## src/rtl/spi_slave_byte_tx_if.sv

```systemverilog
// ---------------------------------------------------------------------------
// spi_slave_byte_tx_if
//
// Signal bundle between the SPI slave byte transmitter, its upstream byte
// source and the external SPI pins.
//
//   data_in      upstream -> slave   byte to transmit (stable LOAD_DLY cycles
//                                    after spi_rd until the next spi_rd)
//   spi_rd       slave -> upstream   one-cycle "byte done, advance" pulse
//   spi_sck      pin -> slave        SPI clock from the master (asynchronous)
//   spi_cs_n     pin -> slave        chip select, active low (asynchronous)
//   spi_miso     slave -> pin        serial data, MSB first
//   spi_miso_oe  slave -> pin        MISO output enable
//   busy         slave -> system     frame in progress
//   overrun      slave -> system     sticky: SCK edge arrived before reload
//   byte_cnt     slave -> system     bytes completed in the current frame
//
// Modports:
//   slave   - the transmitter itself
//   master  - everything around it (upstream stage, SPI master, monitor)
// ---------------------------------------------------------------------------
interface spi_slave_byte_tx_if #(
    parameter int CNT_W = 17
);
    logic [7:0]       data_in;
    logic             spi_rd;
    logic             spi_sck;
    logic             spi_cs_n;
    logic             spi_miso;
    logic             spi_miso_oe;
    logic             busy;
    logic             overrun;
    logic [CNT_W-1:0] byte_cnt;

    modport slave (
        input  data_in,
        input  spi_sck,
        input  spi_cs_n,
        output spi_rd,
        output spi_miso,
        output spi_miso_oe,
        output busy,
        output overrun,
        output byte_cnt
    );

    modport master (
        output data_in,
        output spi_sck,
        output spi_cs_n,
        input  spi_rd,
        input  spi_miso,
        input  spi_miso_oe,
        input  busy,
        input  overrun,
        input  byte_cnt
    );
endinterface

```

## src/rtl/spi_slave_byte_tx.sv

```systemverilog
// ---------------------------------------------------------------------------
// spi_slave_byte_tx
//
// SPI mode-0 slave transmitter, MSB first. Sits between the JPEG-to-SPI glue
// stage and the ESP32 SPI master. The byte on bus.data_in is loaded into a
// shift register and presented bit by bit on bus.spi_miso; after the eighth
// SCK cycle bus.spi_rd pulses for one clk so the upstream stage advances.
//
// SCK and CS_N are oversampled in the clk domain; nothing is clocked by SCK.
//
// Ports:
//   clk    system clock
//   reset  asynchronous, active-high reset
//   bus    spi_slave_byte_tx_if.slave (see interface header for signals)
//
// Parameters:
//   SYNC_STAGES  synchroniser depth for spi_sck / spi_cs_n (>= 2)
//   LOAD_DLY     clk cycles from the spi_rd pulse to sampling data_in
//   CNT_W        width of byte_cnt
// ---------------------------------------------------------------------------
module spi_slave_byte_tx #(
    parameter int SYNC_STAGES = 2,
    parameter int LOAD_DLY    = 3,
    parameter int CNT_W       = 17
) (
    input  logic                  clk,
    input  logic                  reset,
    spi_slave_byte_tx_if.slave    bus
);

    // -----------------------------------------------------------------------
    // Local parameters and types
    // -----------------------------------------------------------------------
    localparam int DLY_W = (LOAD_DLY > 1) ? $clog2(LOAD_DLY) : 1;
    localparam logic [DLY_W-1:0] DLY_INIT = DLY_W'(LOAD_DLY - 1);

    // Idle level of each synchronised pin: bit 1 = spi_cs_n (high),
    // bit 0 = spi_sck (low, mode 0).
    localparam logic [1:0] SYNC_RST = 2'b10;

    typedef enum logic [1:0] {
        IDLE   = 2'd0,
        SHIFT  = 2'd1,
        ADV    = 2'd2,
        RELOAD = 2'd3
    } state_t;

    // -----------------------------------------------------------------------
    // Input synchronisers and edge detection
    // -----------------------------------------------------------------------
    logic [1:0] w_raw;
    logic [1:0] w_sync;
    logic [1:0] w_hist;

    assign w_raw = {bus.spi_cs_n, bus.spi_sck};

    genvar gi;
    generate
        for (gi = 0; gi < 2; gi++) begin : g_sync
            logic [SYNC_STAGES-1:0] r_chain;
            logic                   r_hist;

            always_ff @(posedge clk or posedge reset) begin
                if (reset) begin
                    r_chain <= {SYNC_STAGES{SYNC_RST[gi]}};
                    r_hist  <= SYNC_RST[gi];
                end else begin
                    r_chain <= {r_chain[SYNC_STAGES-2:0], w_raw[gi]};
                    r_hist  <= r_chain[SYNC_STAGES-1];
                end
            end

            assign w_sync[gi] = r_chain[SYNC_STAGES-1];
            assign w_hist[gi] = r_hist;
        end
    endgenerate

    // The CS synchroniser comes out of reset holding "deasserted". If the pin
    // is already low when reset is released, the first real samples would
    // look like a falling edge. r_cs_fill tracks which stages (plus history)
    // hold genuine samples; CS edges are only believed once the whole chain
    // has been refilled, so a frame only starts on a fresh CS falling edge.
    logic [SYNC_STAGES:0] r_cs_fill;
    logic                 w_cs_live;

    always_ff @(posedge clk or posedge reset) begin
        if (reset) begin
            r_cs_fill <= '0;
        end else begin
            r_cs_fill <= {r_cs_fill[SYNC_STAGES-1:0], 1'b1};
        end
    end

    assign w_cs_live = r_cs_fill[SYNC_STAGES];

    logic w_sck_rise;
    logic w_sck_fall;
    logic w_cs_fall;
    logic w_cs_rise;

    assign w_sck_rise = w_sync[0] & ~w_hist[0];
    assign w_sck_fall = ~w_sync[0] & w_hist[0];
    assign w_cs_fall  = w_cs_live & w_hist[1] & ~w_sync[1];
    assign w_cs_rise  = w_cs_live & ~w_hist[1] & w_sync[1];

    // -----------------------------------------------------------------------
    // State and datapath registers
    // -----------------------------------------------------------------------
    state_t           r_state;
    state_t           w_state_next;
    logic [7:0]       r_shreg;
    logic [7:0]       w_shreg_next;
    logic [3:0]       r_bit_cnt;
    logic [3:0]       w_bit_cnt_next;
    logic [CNT_W-1:0] r_byte_cnt;
    logic [CNT_W-1:0] w_byte_cnt_next;
    logic             r_overrun;
    logic             w_overrun_next;
    logic [DLY_W-1:0] r_dly;
    logic [DLY_W-1:0] w_dly_next;

    always_ff @(posedge clk or posedge reset) begin
        if (reset) begin
            r_state    <= IDLE;
            r_shreg    <= '0;
            r_bit_cnt  <= '0;
            r_byte_cnt <= '0;
            r_overrun  <= 1'b0;
            r_dly      <= '0;
        end else begin
            r_state    <= w_state_next;
            r_shreg    <= w_shreg_next;
            r_bit_cnt  <= w_bit_cnt_next;
            r_byte_cnt <= w_byte_cnt_next;
            r_overrun  <= w_overrun_next;
            r_dly      <= w_dly_next;
        end
    end

    // -----------------------------------------------------------------------
    // Next-state and datapath logic
    // -----------------------------------------------------------------------
    always_comb begin
        w_state_next    = r_state;
        w_shreg_next    = r_shreg;
        w_bit_cnt_next  = r_bit_cnt;
        w_byte_cnt_next = r_byte_cnt;
        w_overrun_next  = r_overrun;
        w_dly_next      = r_dly;

        case (r_state)
            IDLE: begin
                // SCK edges are meaningless outside a frame; only CS falling
                // starts work, and it wins over any coincident SCK edge.
                if (w_cs_fall) begin
                    w_shreg_next    = bus.data_in;
                    w_bit_cnt_next  = '0;
                    w_byte_cnt_next = '0;
                    w_overrun_next  = 1'b0;
                    w_state_next    = SHIFT;
                end
            end

            SHIFT: begin
                if (w_cs_rise) begin
                    // Partial byte is dropped; upstream was never advanced,
                    // so the same byte leads the next frame.
                    w_state_next = IDLE;
                end else if (w_sck_rise) begin
                    if (r_bit_cnt != 4'd8) begin
                        w_bit_cnt_next = r_bit_cnt + 4'd1;
                    end
                end else if (w_sck_fall) begin
                    if (r_bit_cnt == 4'd8) begin
                        // Master has sampled all eight bits: no further shift.
                        w_state_next = ADV;
                    end else if (r_bit_cnt != 4'd0) begin
                        w_shreg_next = {r_shreg[6:0], 1'b0};
                    end
                end
            end

            ADV: begin
                w_byte_cnt_next = r_byte_cnt + CNT_W'(1);
                w_dly_next      = DLY_INIT;
                if (w_sck_rise) begin
                    w_overrun_next = 1'b1;
                end
                // The spi_rd pulse for this cycle completes regardless.
                w_state_next = w_cs_rise ? IDLE : RELOAD;
            end

            RELOAD: begin
                if (w_sck_rise) begin
                    w_overrun_next = 1'b1;
                end
                if (w_cs_rise) begin
                    w_state_next = IDLE;
                end else if (r_dly == '0) begin
                    // Upstream has had LOAD_DLY cycles to present its byte.
                    w_shreg_next   = bus.data_in;
                    w_bit_cnt_next = '0;
                    w_state_next   = SHIFT;
                end else begin
                    w_dly_next = r_dly - DLY_W'(1);
                end
            end

            default: begin
                w_state_next = IDLE;
            end
        endcase
    end

    // -----------------------------------------------------------------------
    // Outputs
    // -----------------------------------------------------------------------
    logic w_active;

    assign w_active        = (r_state != IDLE);
    assign bus.busy        = w_active;
    assign bus.spi_miso_oe = w_active;
    assign bus.spi_miso    = w_active & r_shreg[7];
    assign bus.spi_rd      = (r_state == ADV);
    assign bus.overrun     = r_overrun;
    assign bus.byte_cnt    = r_byte_cnt;

endmodule

```

## src/flat_wrapper.sv

```systemverilog
// flat-port wrapper written by rule: the top's interface ports become plain ports
module spi_slave_byte_tx_flat 
#(
    parameter int SYNC_STAGES = 2,
    parameter int LOAD_DLY    = 3,
    parameter int CNT_W       = 17
)
  (clk, reset, bus_data_in, bus_spi_sck, bus_spi_cs_n, bus_spi_rd, bus_spi_miso, bus_spi_miso_oe, bus_busy, bus_overrun, bus_byte_cnt);
  spi_slave_byte_tx_if #(.CNT_W(CNT_W)) bus_i ();
  input  logic clk;
  input  logic reset;
  input wire logic [$bits(bus_i.data_in)-1:0] bus_data_in;
  input wire logic [$bits(bus_i.spi_sck)-1:0] bus_spi_sck;
  input wire logic [$bits(bus_i.spi_cs_n)-1:0] bus_spi_cs_n;
  output wire logic [$bits(bus_i.spi_rd)-1:0] bus_spi_rd;
  output wire logic [$bits(bus_i.spi_miso)-1:0] bus_spi_miso;
  output wire logic [$bits(bus_i.spi_miso_oe)-1:0] bus_spi_miso_oe;
  output wire logic [$bits(bus_i.busy)-1:0] bus_busy;
  output wire logic [$bits(bus_i.overrun)-1:0] bus_overrun;
  output wire logic [$bits(bus_i.byte_cnt)-1:0] bus_byte_cnt;
  assign bus_i.data_in = bus_data_in;
  assign bus_i.spi_sck = bus_spi_sck;
  assign bus_i.spi_cs_n = bus_spi_cs_n;
  assign bus_spi_rd = bus_i.spi_rd;
  assign bus_spi_miso = bus_i.spi_miso;
  assign bus_spi_miso_oe = bus_i.spi_miso_oe;
  assign bus_busy = bus_i.busy;
  assign bus_overrun = bus_i.overrun;
  assign bus_byte_cnt = bus_i.byte_cnt;
  spi_slave_byte_tx #(.SYNC_STAGES(SYNC_STAGES), .LOAD_DLY(LOAD_DLY), .CNT_W(CNT_W)) u_core (.clk(clk), .reset(reset), .bus(bus_i));
endmodule
```

## config.mk

```make
export PLATFORM = sky130hd
export DESIGN_NAME = spi_slave_byte_tx_flat
export DESIGN_NICKNAME = d
export VERILOG_FILES = /design/src/rtl/spi_slave_byte_tx_if.sv /design/src/rtl/spi_slave_byte_tx.sv /design/src/flat_wrapper.sv
export SDC_FILE = /design/constraint.sdc
export NUM_CORES = 1
export LEC_CHECK = 0
export ABC_AREA = 1
export CORE_UTILIZATION = 56
export CTS_CLUSTER_SIZE = 8
export DETAILED_ROUTE_END_ITERATION = 16
export DONT_BUFFER_PORTS = 1
export PLACE_DENSITY = 0.82
export SLEW_MARGIN = 10
export SYNTH_ARGS = -nofsm -noshare
export SYNTH_HDL_FRONTEND = slang
export SYNTH_SLANG_ARGS = --single-unit
```

## constraint.sdc

```tcl
create_clock -name clk -period 1.4 [get_ports clk]
set_input_delay 0.28 -clock clk [delete_from_list [all_inputs] [get_ports clk]]
set_output_delay 0.28 -clock clk [all_outputs]
set_load 0.1 [all_outputs]
```

==> results of run 1 <==
-- path summary, 6_finish.rpt --
kind,start,endpoint,slack (ps),cells after the start
setup / recovery,u_core.r_state[0],bus_spi_rd,-140,3
hold / removal,bus_data_in[0],u_core.r_shreg[0],140,2
setup reg to reg,u_core.g_sync[1].r_hist,u_core.r_shreg[3],-140,7
hold reg to reg,u_core.g_sync[1].r_chain[0],u_core.g_sync[1].r_chain[1],360,0
max in group asynchronous,reset,u_core.r_state[0],400,4
min in group asynchronous,reset,u_core.bus.byte_cnt[5],400,2
-- state kept, by name, summed over array words and instances, names as in the netlist --
| signal | flops |
|---|---|
| u_core.r_shreg | 8 |
| u_core.r_cs_fill | 3 |
| u_core.g_sync.r_chain | 4 |
| u_core.g_sync.r_hist | 2 |
| u_core.bus.overrun | 1 |
| u_core.r_dly | 2 |
| u_core.bus.byte_cnt | 17 |
| u_core.r_bit_cnt | 4 |
| u_core.r_state | 2 |
-- cell type report --
class	instances	area share (%)
Timing Repair Buffer	54	16.4
Clock buffer	7	2.48
Inverter	34	4.35
Tap cell	48	1.95
Clock inverter	1	0.163
Multi-Input combinational cell	219	38.0
Sequential cell	43	36.7
-- synthesized netlist by cell type --
master / n
sky130_fd_sc_hd__inv_1: 28
sky130_fd_sc_hd__xor2_1: 1
sky130_fd_sc_hd__buf_2: 4
sky130_fd_sc_hd__nand3b_1: 2
sky130_fd_sc_hd__nor2_4: 1
sky130_fd_sc_hd__o21bai_1: 2
sky130_fd_sc_hd__dfrtp_1: 40
sky130_fd_sc_hd__nor2_2: 3
sky130_fd_sc_hd__a22o_1: 1
sky130_fd_sc_hd__o21ai_1: 3
sky130_fd_sc_hd__xnor2_1: 1
sky130_fd_sc_hd__ha_1: 4
sky130_fd_sc_hd__a31oi_1: 1
sky130_fd_sc_hd__o21ai_0: 12
sky130_fd_sc_hd__o21ai_2: 1
sky130_fd_sc_hd__buf_4: 1
sky130_fd_sc_hd__nand4_1: 10
sky130_fd_sc_hd__nand2_2: 2
sky130_fd_sc_hd__inv_2: 6
sky130_fd_sc_hd__nand3_1: 27
sky130_fd_sc_hd__nand3_2: 1
sky130_fd_sc_hd__conb_1: 1
sky130_fd_sc_hd__buf_6: 1
sky130_fd_sc_hd__dfstp_2: 3
sky130_fd_sc_hd__a21oi_1: 6
sky130_fd_sc_hd__nor3_1: 2
sky130_fd_sc_hd__nand2_1: 112
sky130_fd_sc_hd__nor2_1: 25
sky130_fd_sc_hd__and2_1: 1
-- stage by stage --
| stage | instances | hold slack (ps) | cell area [um2] |
|---|---|---|---|
| 6_report | 406 | 140 | 3080 |
| 2_1_floorplan | 302 | 284 | 2380 |
| 5_1_grt | 406 | 129 | 3080 |
| 4_1_cts | 399 | 4.92 | 2920 |
| 3_3_place_gp | 385 | 148 | 2750 |
| 3_5_place_dp | 385 | 154 | 2750 |
-- what timing repair did --
| action | 4_1_cts | 5_1_grt |
|---|---|---|
| gates cloned | 0 | 1 |
| setup buffers | 4 | 5 |
| gates resized for setup | 13 | 28 |
| setup endpoints to repair | 14 | 23 |
| endpoints found under the hold margin | 12 | 1 |
| hold buffers | 2 | 1 |
| pin swaps | 6 | 15 |
-- worst reg2reg max path: cells and delay by family, from the launching register on --
| family | cells | cell delay [ps] |
|---|---|---|
| buf+inv | 1 | 160 |
| flops | 1 | 580 |
| simple gates | 6 | 730 |
-- per-layer routing --
metal,global-route usage [%],routed length (um)
met3,5.90,285
met1,32.7,2360
met5,0,0
met4,9.51,122
met2,43.6,2970
-- logic make-up (layout without fill, tap and decap cells) --
| group | after synthesis | count (layout) | share of synthesized area (%) |
|---|---|---|---|
| AOI/OAI and AO/OA | 26 | 26 | 6.37 |
| xor gates and xnor gates | 2 | 2 | 0.776 |
| adders and majority gates | 4 | 4 | 2.22 |
| buffers and inverters | 40 | 96 | 7.37 |
| DFF | 43 | 43 | 47.8 |
| other | 1 | 1 | 0.166 |
| and+or+nand+nor | 186 | 186 | 35.3 |
-- power breakdown --
part / internal [mW] / switching [mW]
clock network: 0.351 / 0.416
registers: 1.54 / 0.216
logic: 1.18 / 2.21
total: 3.07 / 2.84
==> results by group, run 1 <==
Placement
  • Pre-CTS setup slack: -83.0 ps
  • IO Port Bufs: 0
  • Detailed placement HPWL: 3.58 mm
  • Gp weighted congestion: approximately 0.9

Final layout
  • Post-layout util: roughly four fifths
  • Antenna Diode Count: 0
  • Sequential cell area: ~1100 um2
  • Share of cells above drive strength 1: about a third
  • Number of filler cells placed in the layout: between 200 and 250
  • Layout Area Growth over Synthesis: 36.4%
  • Total number of nets in the final design: between 300 and 400
  • Footprint of the multi-input gates: around 1200 um2
  • Commonest cells after routing, fill and taps aside: 98 x sky130_fd_sc_hd__nand2_1, 39 x sky130_fd_sc_hd__buf_4, 24 x sky130_fd_sc_hd__inv_1
  • Most frequent standard cell in the layout excluding fill and tap cells: sky130_fd_sc_hd__nand2_1

Global route
  • Via count of the first global-routing pass: a little under 2000
  • Pin count of the biggest net entering global routing: 28
  • Antenna violations before repair: 0
  • Final global-route overflow total: 0
  • Wire length of the first global-routing pass: between 8 and 9 mm
  • Total GRT Usage: between 20% and 30%

Logic synthesis
  • Flops & latches, synth: 43
  • Distinct cells, synth: 29
  • Dominant cell type by area after synthesis: sky130_fd_sc_hd__dfrtp_1
  • Mapped Avg Cell Area: between 7 and 8 um2
  • Post-synth design cell area: 2260 um2
  • Total of warnings raised by yosys: 0
  • Top-area cell type share of the netlist area: between 40% and 50%
  • Mapped Nets: roughly 320
  • Most area-consuming cells after synthesis: sky130_fd_sc_hd__dfrtp_1 44%, sky130_fd_sc_hd__nand2_1 19%, sky130_fd_sc_hd__nand3_1 6.0%
  • Share of the yosys chip area belonging to registers: a little under half
  • Synthesized instance count: just over 300

Job
  • Max-Cap Viols: 0

Timing
  • Count of pins over their slew limit: 0
  • Unrepaired setup endpoints after global routing: true
  • # setup viols final: 21
  • Time the final worst path needs with I/O delays and setup: around 1500 ps
  • Fmax: around 650 MHz
  • Clk_skew: 10.8 ps
  • Setup ws final: -144 ps
  • Worst slew slack as a fraction of its limit: approximately 67%
  • Slew @ Worst Pin: ~490 ps
  • Share of the clock period used by the worst path: 110%
  • Setup tns final: -1700 ps
  • Final hold violation count: 0

Routing
  • Ratio of routed vias to standard cells: ~5.5
  • Initial DRC Count: roughly 190
  • Remaining routing DRC violations: 0
  • DR vias: 2228
  • Post-DR wirelength/cell: ~14 um
  • Drt pass-1 iters: 7
  • Drt total wl: 5.74 mm
  • Post-route antenna net violation count: 0

CTS
  • Root Driver: sky130_fd_sc_hd__clkbuf_8
  • Number of sinks on the clock net: between 40 and 50
  • Deepest level of the CTS H-tree: 2
  • Clock-pin slew on the worst setup and hold paths: approximately 80 ps
  • Clock Tree Buf Depth: 2
  • CTS buffer count: 5
  • Source-to-sink clock delay at the later pin of the worst-skew pair: approximately 290 ps
  • TritonCTS clock tree: built

Critical path
  • Worst path required time: about 1100 ps
  • Kind of end point of the critical path: output port
  • Slowest-stage cell, CP: sky130_fd_sc_hd__dfrtp_2
  • Cells along the critical path: buf_4 -> nor2_4 -> buf_12
  • Worst setup path category: reg -> out
  • Largest fanout on the critical path: 5
  • Kind of start point of the critical path: flop
  • CP arrival: 1260 ps
  • Crit path largest cell delay: between 400 and 500 ps
  • Largest delay contributor family on the critical path: flip-flops
  • Worst path bufs/invs: 2

Floorplan
  • Vertical die dimension: between 60 and 70 um
  • Chip Width: about 65 um
  • Initial core utilization: between 50% and 60%
  • Std-Cell Core Area: roughly 3800 um2
  • Number of rows created at floorplan: 22
  • Total Die Area: 4290 um2
  • IO Count: 34

Power and ir drop
  • Reported leakage power: around 1.5 nW
  • Worst vdd rail ir drop: between 0.0015 and 0.002 V
  • Overall power after layout: slightly below 6 mW
  • Power density over cell area: a little under 2000 nW/um2

Worst hold path
  • Class of the worst hold path: in -> reg

Run status
  • Result of the run: finished with violations
  • Failing checks: negative setup slack
Power figures use the tool's default switching activity.
==> run 2: changes to the inputs <==
CORE_ASPECT_RATIO = 0.8   (was unset)
CORE_UTILIZATION = 59   (was 56)
CTS_BUF_LIST = sky130_fd_sc_hd__clkbuf_8   (was unset)
PLACE_DENSITY = 0.78   (was 0.82)
==> run 2 against run 1 <==
The flow finishes with violations (design-rule violations, negative setup slack); power is 6.7% higher; via count is 7.1% higher; sequential power hardly changed; utilization is 7.8 points higher; first-iteration DRC count is 43% higher; hold slack worse by 7.2 ps; global-route usage is 3.6 points higher.
==> results by group, run 2 (synthesized netlist as in run 1, its figures left out) <==
Timing
  • Unrepaired setup endpoints after global routing: true
  • # setup viols final: 28
  • Clk_skew: about 6.4 ps
  • Share of the clock period used by the worst path: 112%
  • Final hold violation count: 0
  • Count of pins over their slew limit: 0
  • Time the final worst path needs with I/O delays and setup: 1570 ps
  • Fmax: around 640 MHz
  • Setup ws final: -172 ps
  • Worst hold slack: ~130 ps

Final layout
  • Layout Area Growth over Synthesis: 40.3%
  • Antenna Diode Count: 0
  • Commonest cells after routing, fill and taps aside: 97 x sky130_fd_sc_hd__nand2_1, 42 x sky130_fd_sc_hd__buf_4, 24 x sky130_fd_sc_hd__inv_1, 24 x sky130_fd_sc_hd__nand3_1, 22 x sky130_fd_sc_hd__dfrtp_1
  • Total number of nets in the final design: ~380
  • Number of flip-flops under the largest register name: 17
  • Sequential cell area: 1130 um2
  • Design area: about 3200 um2
  • Share of cells above drive strength 1: about 37%
  • Number of filler cells placed in the layout: 147
  • Count of non-filler cells in the finished layout: a little over 400
  • Footprint of the multi-input gates: roughly 1200 um2
  • Most frequent standard cell in the layout excluding fill and tap cells: sky130_fd_sc_hd__nand2_1

CTS
  • Number of sinks on the clock net: between 40 and 50
  • TritonCTS clock tree: built
  • Deepest level of the CTS H-tree: 2
  • CTS buffer count: 5
  • Source-to-sink clock delay at the later pin of the worst-skew pair: ~300 ps
  • Root Driver: sky130_fd_sc_hd__clkbuf_8
  • Clock Tree Buf Depth: 2
  • Clock-pin slew on the worst setup and hold paths: 80 ps

Routing
  • DR vias: around 2400
  • Drt pass-1 iters: 11
  • Post-DR wirelength/cell: ~16 um
  • Post-route antenna net violation count: 0
  • Drt total wl: 6.64 mm
  • Remaining routing DRC violations: 2
  • Initial DRC Count: about 270
  • Ratio of routed vias to standard cells: 5.89

Power and ir drop
  • Overall power after layout: around 6.3 mW
  • Reported leakage power: 1.53 nW
  • Power density over cell area: 1990 nW/um2
  • Worst vdd rail ir drop: 0.00137 V

Critical path
  • Kind of end point of the critical path: output port
  • Startpoint of the worst register-to-register path: u_core.bus.byte_cnt[2]
  • Cells along the critical path: inv_4 -> nor2_4 -> buf_12 -> buf_16
  • R2r setup slk: -120 ps
  • Worst path required time: about 1100 ps
  • Kind of start point of the critical path: flop
  • Crit path launch: u_core.r_state[1]
  • Slowest-stage cell, CP: sky130_fd_sc_hd__dfrtp_2
  • Worst path bufs/invs: 3
  • Crit path largest cell delay: 450 ps
  • Largest fanout on the critical path: 5
  • Worst setup path category: reg -> out
  • CP arrival: 1290 ps
  • Largest delay contributor family on the critical path: flip-flops

Job
  • Max-Cap Viols: 0

Run status
  • Failing checks: design-rule violations, negative setup slack
  • Result of the run: finished with violations

Placement
  • Cell Count Post-Placement: around 380
  • Placement-stage cell area: about 2800 um2
  • IO Port Bufs: 0
  • Gp weighted congestion: 0.880
  • Detailed placement HPWL: 3.68 mm
  • Pre-CTS setup slack: -47.0 ps

Global route
  • Antenna violations before repair: 0
  • Pin count of the biggest net entering global routing: between 40 and 50
  • Via count of the first global-routing pass: 1973
  • Final global-route overflow total: 0
  • Total GRT Usage: slightly below 30%
  • Wire length of the first global-routing pass: a little over 9 mm

Floorplan
  • Total Die Area: between 4000 and 5000 um2
  • Std-Cell Core Area: about 3500 um2
  • Vertical die dimension: roughly 57 um
  • Chip Width: roughly 70 um
  • IO Count: 34
  • Number of rows created at floorplan: 19
  • Initial core utilization: between 60 and 70%

Worst hold path
  • Launch point of the worst hold path: bus_data_in[0]
  • Class of the worst hold path: in -> reg
-- run 2: timing repair --
item / in CTS / in global routing
hold buffers: 3 / 0
pin swaps: 4 / 10
buffers inserted: 7 / 8
endpoints found under the setup margin: 13 / 35
resized for setup: 17 / 31
hold endpoints to repair: 42 / 0
-- run 2: worst reg2reg max path, stage by stage (launching register included) --
cell and delay, ps:
sky130_fd_sc_hd__dfrtp_4 460, sky130_fd_sc_hd__nand3_2 110, sky130_fd_sc_hd__inv_1 150, sky130_fd_sc_hd__nand3_1 180, sky130_fd_sc_hd__nor2_1 230, sky130_fd_sc_hd__nand3_1 130, sky130_fd_sc_hd__nand2_1 110, sky130_fd_sc_hd__inv_1 60
-- run 2: where the power goes --
part	switching, mW	total, mW	internal [mW]
Sequential	0.240	1.78	1.54
Combinational	2.25	3.56	1.31
Clock	0.444	0.975	0.531
Total	2.93	6.31	3.38
-- run 2: layout make-up --
type / count / share of cell area [%]
repair buffers: 59 / 17.9
flip-flops and latches: 43 / 35.7
well taps: 42 / 1.66
clock buffers: 5 / 2.17
clock inverters: 3 / 1.38
multi-input cells: 219 / 36.8
inverters: 34 / 4.39
-- run 2: metrics by stage --
stage	utilization, %	TNS (ps)
after floorplan	-	-1220
after global placement	78.0	-307
after detailed placement	78.0	-291
after CTS	85.2	-1090
after global routing	89.4	-4370
final	89.4	-1750
-- run 2: final timing paths --
check,to,cells past startpoint
worst min-delay path,u_core.r_shreg[0],2
min in group asynchronous,u_core.bus.byte_cnt[13],3
worst min register to register,u_core.g_sync[0].r_chain[1],0
max in group asynchronous,u_core.g_sync[1].r_chain[1],3
worst max register to register,u_core.bus.byte_cnt[9],7
worst max-delay path,bus_spi_rd,4
-- run 2: layer usage --
layer / share of wire [%] / global-route usage [%] / vias to the layer above
met5: 0 / 0 / -
li1: - / - / 1079
met3: 8.3 / 6.01 / 35
met1: 43 / 43.0 / 1144
met2: 45 / 46.1 / 128
met4: 3.1 / 7.43 / 0
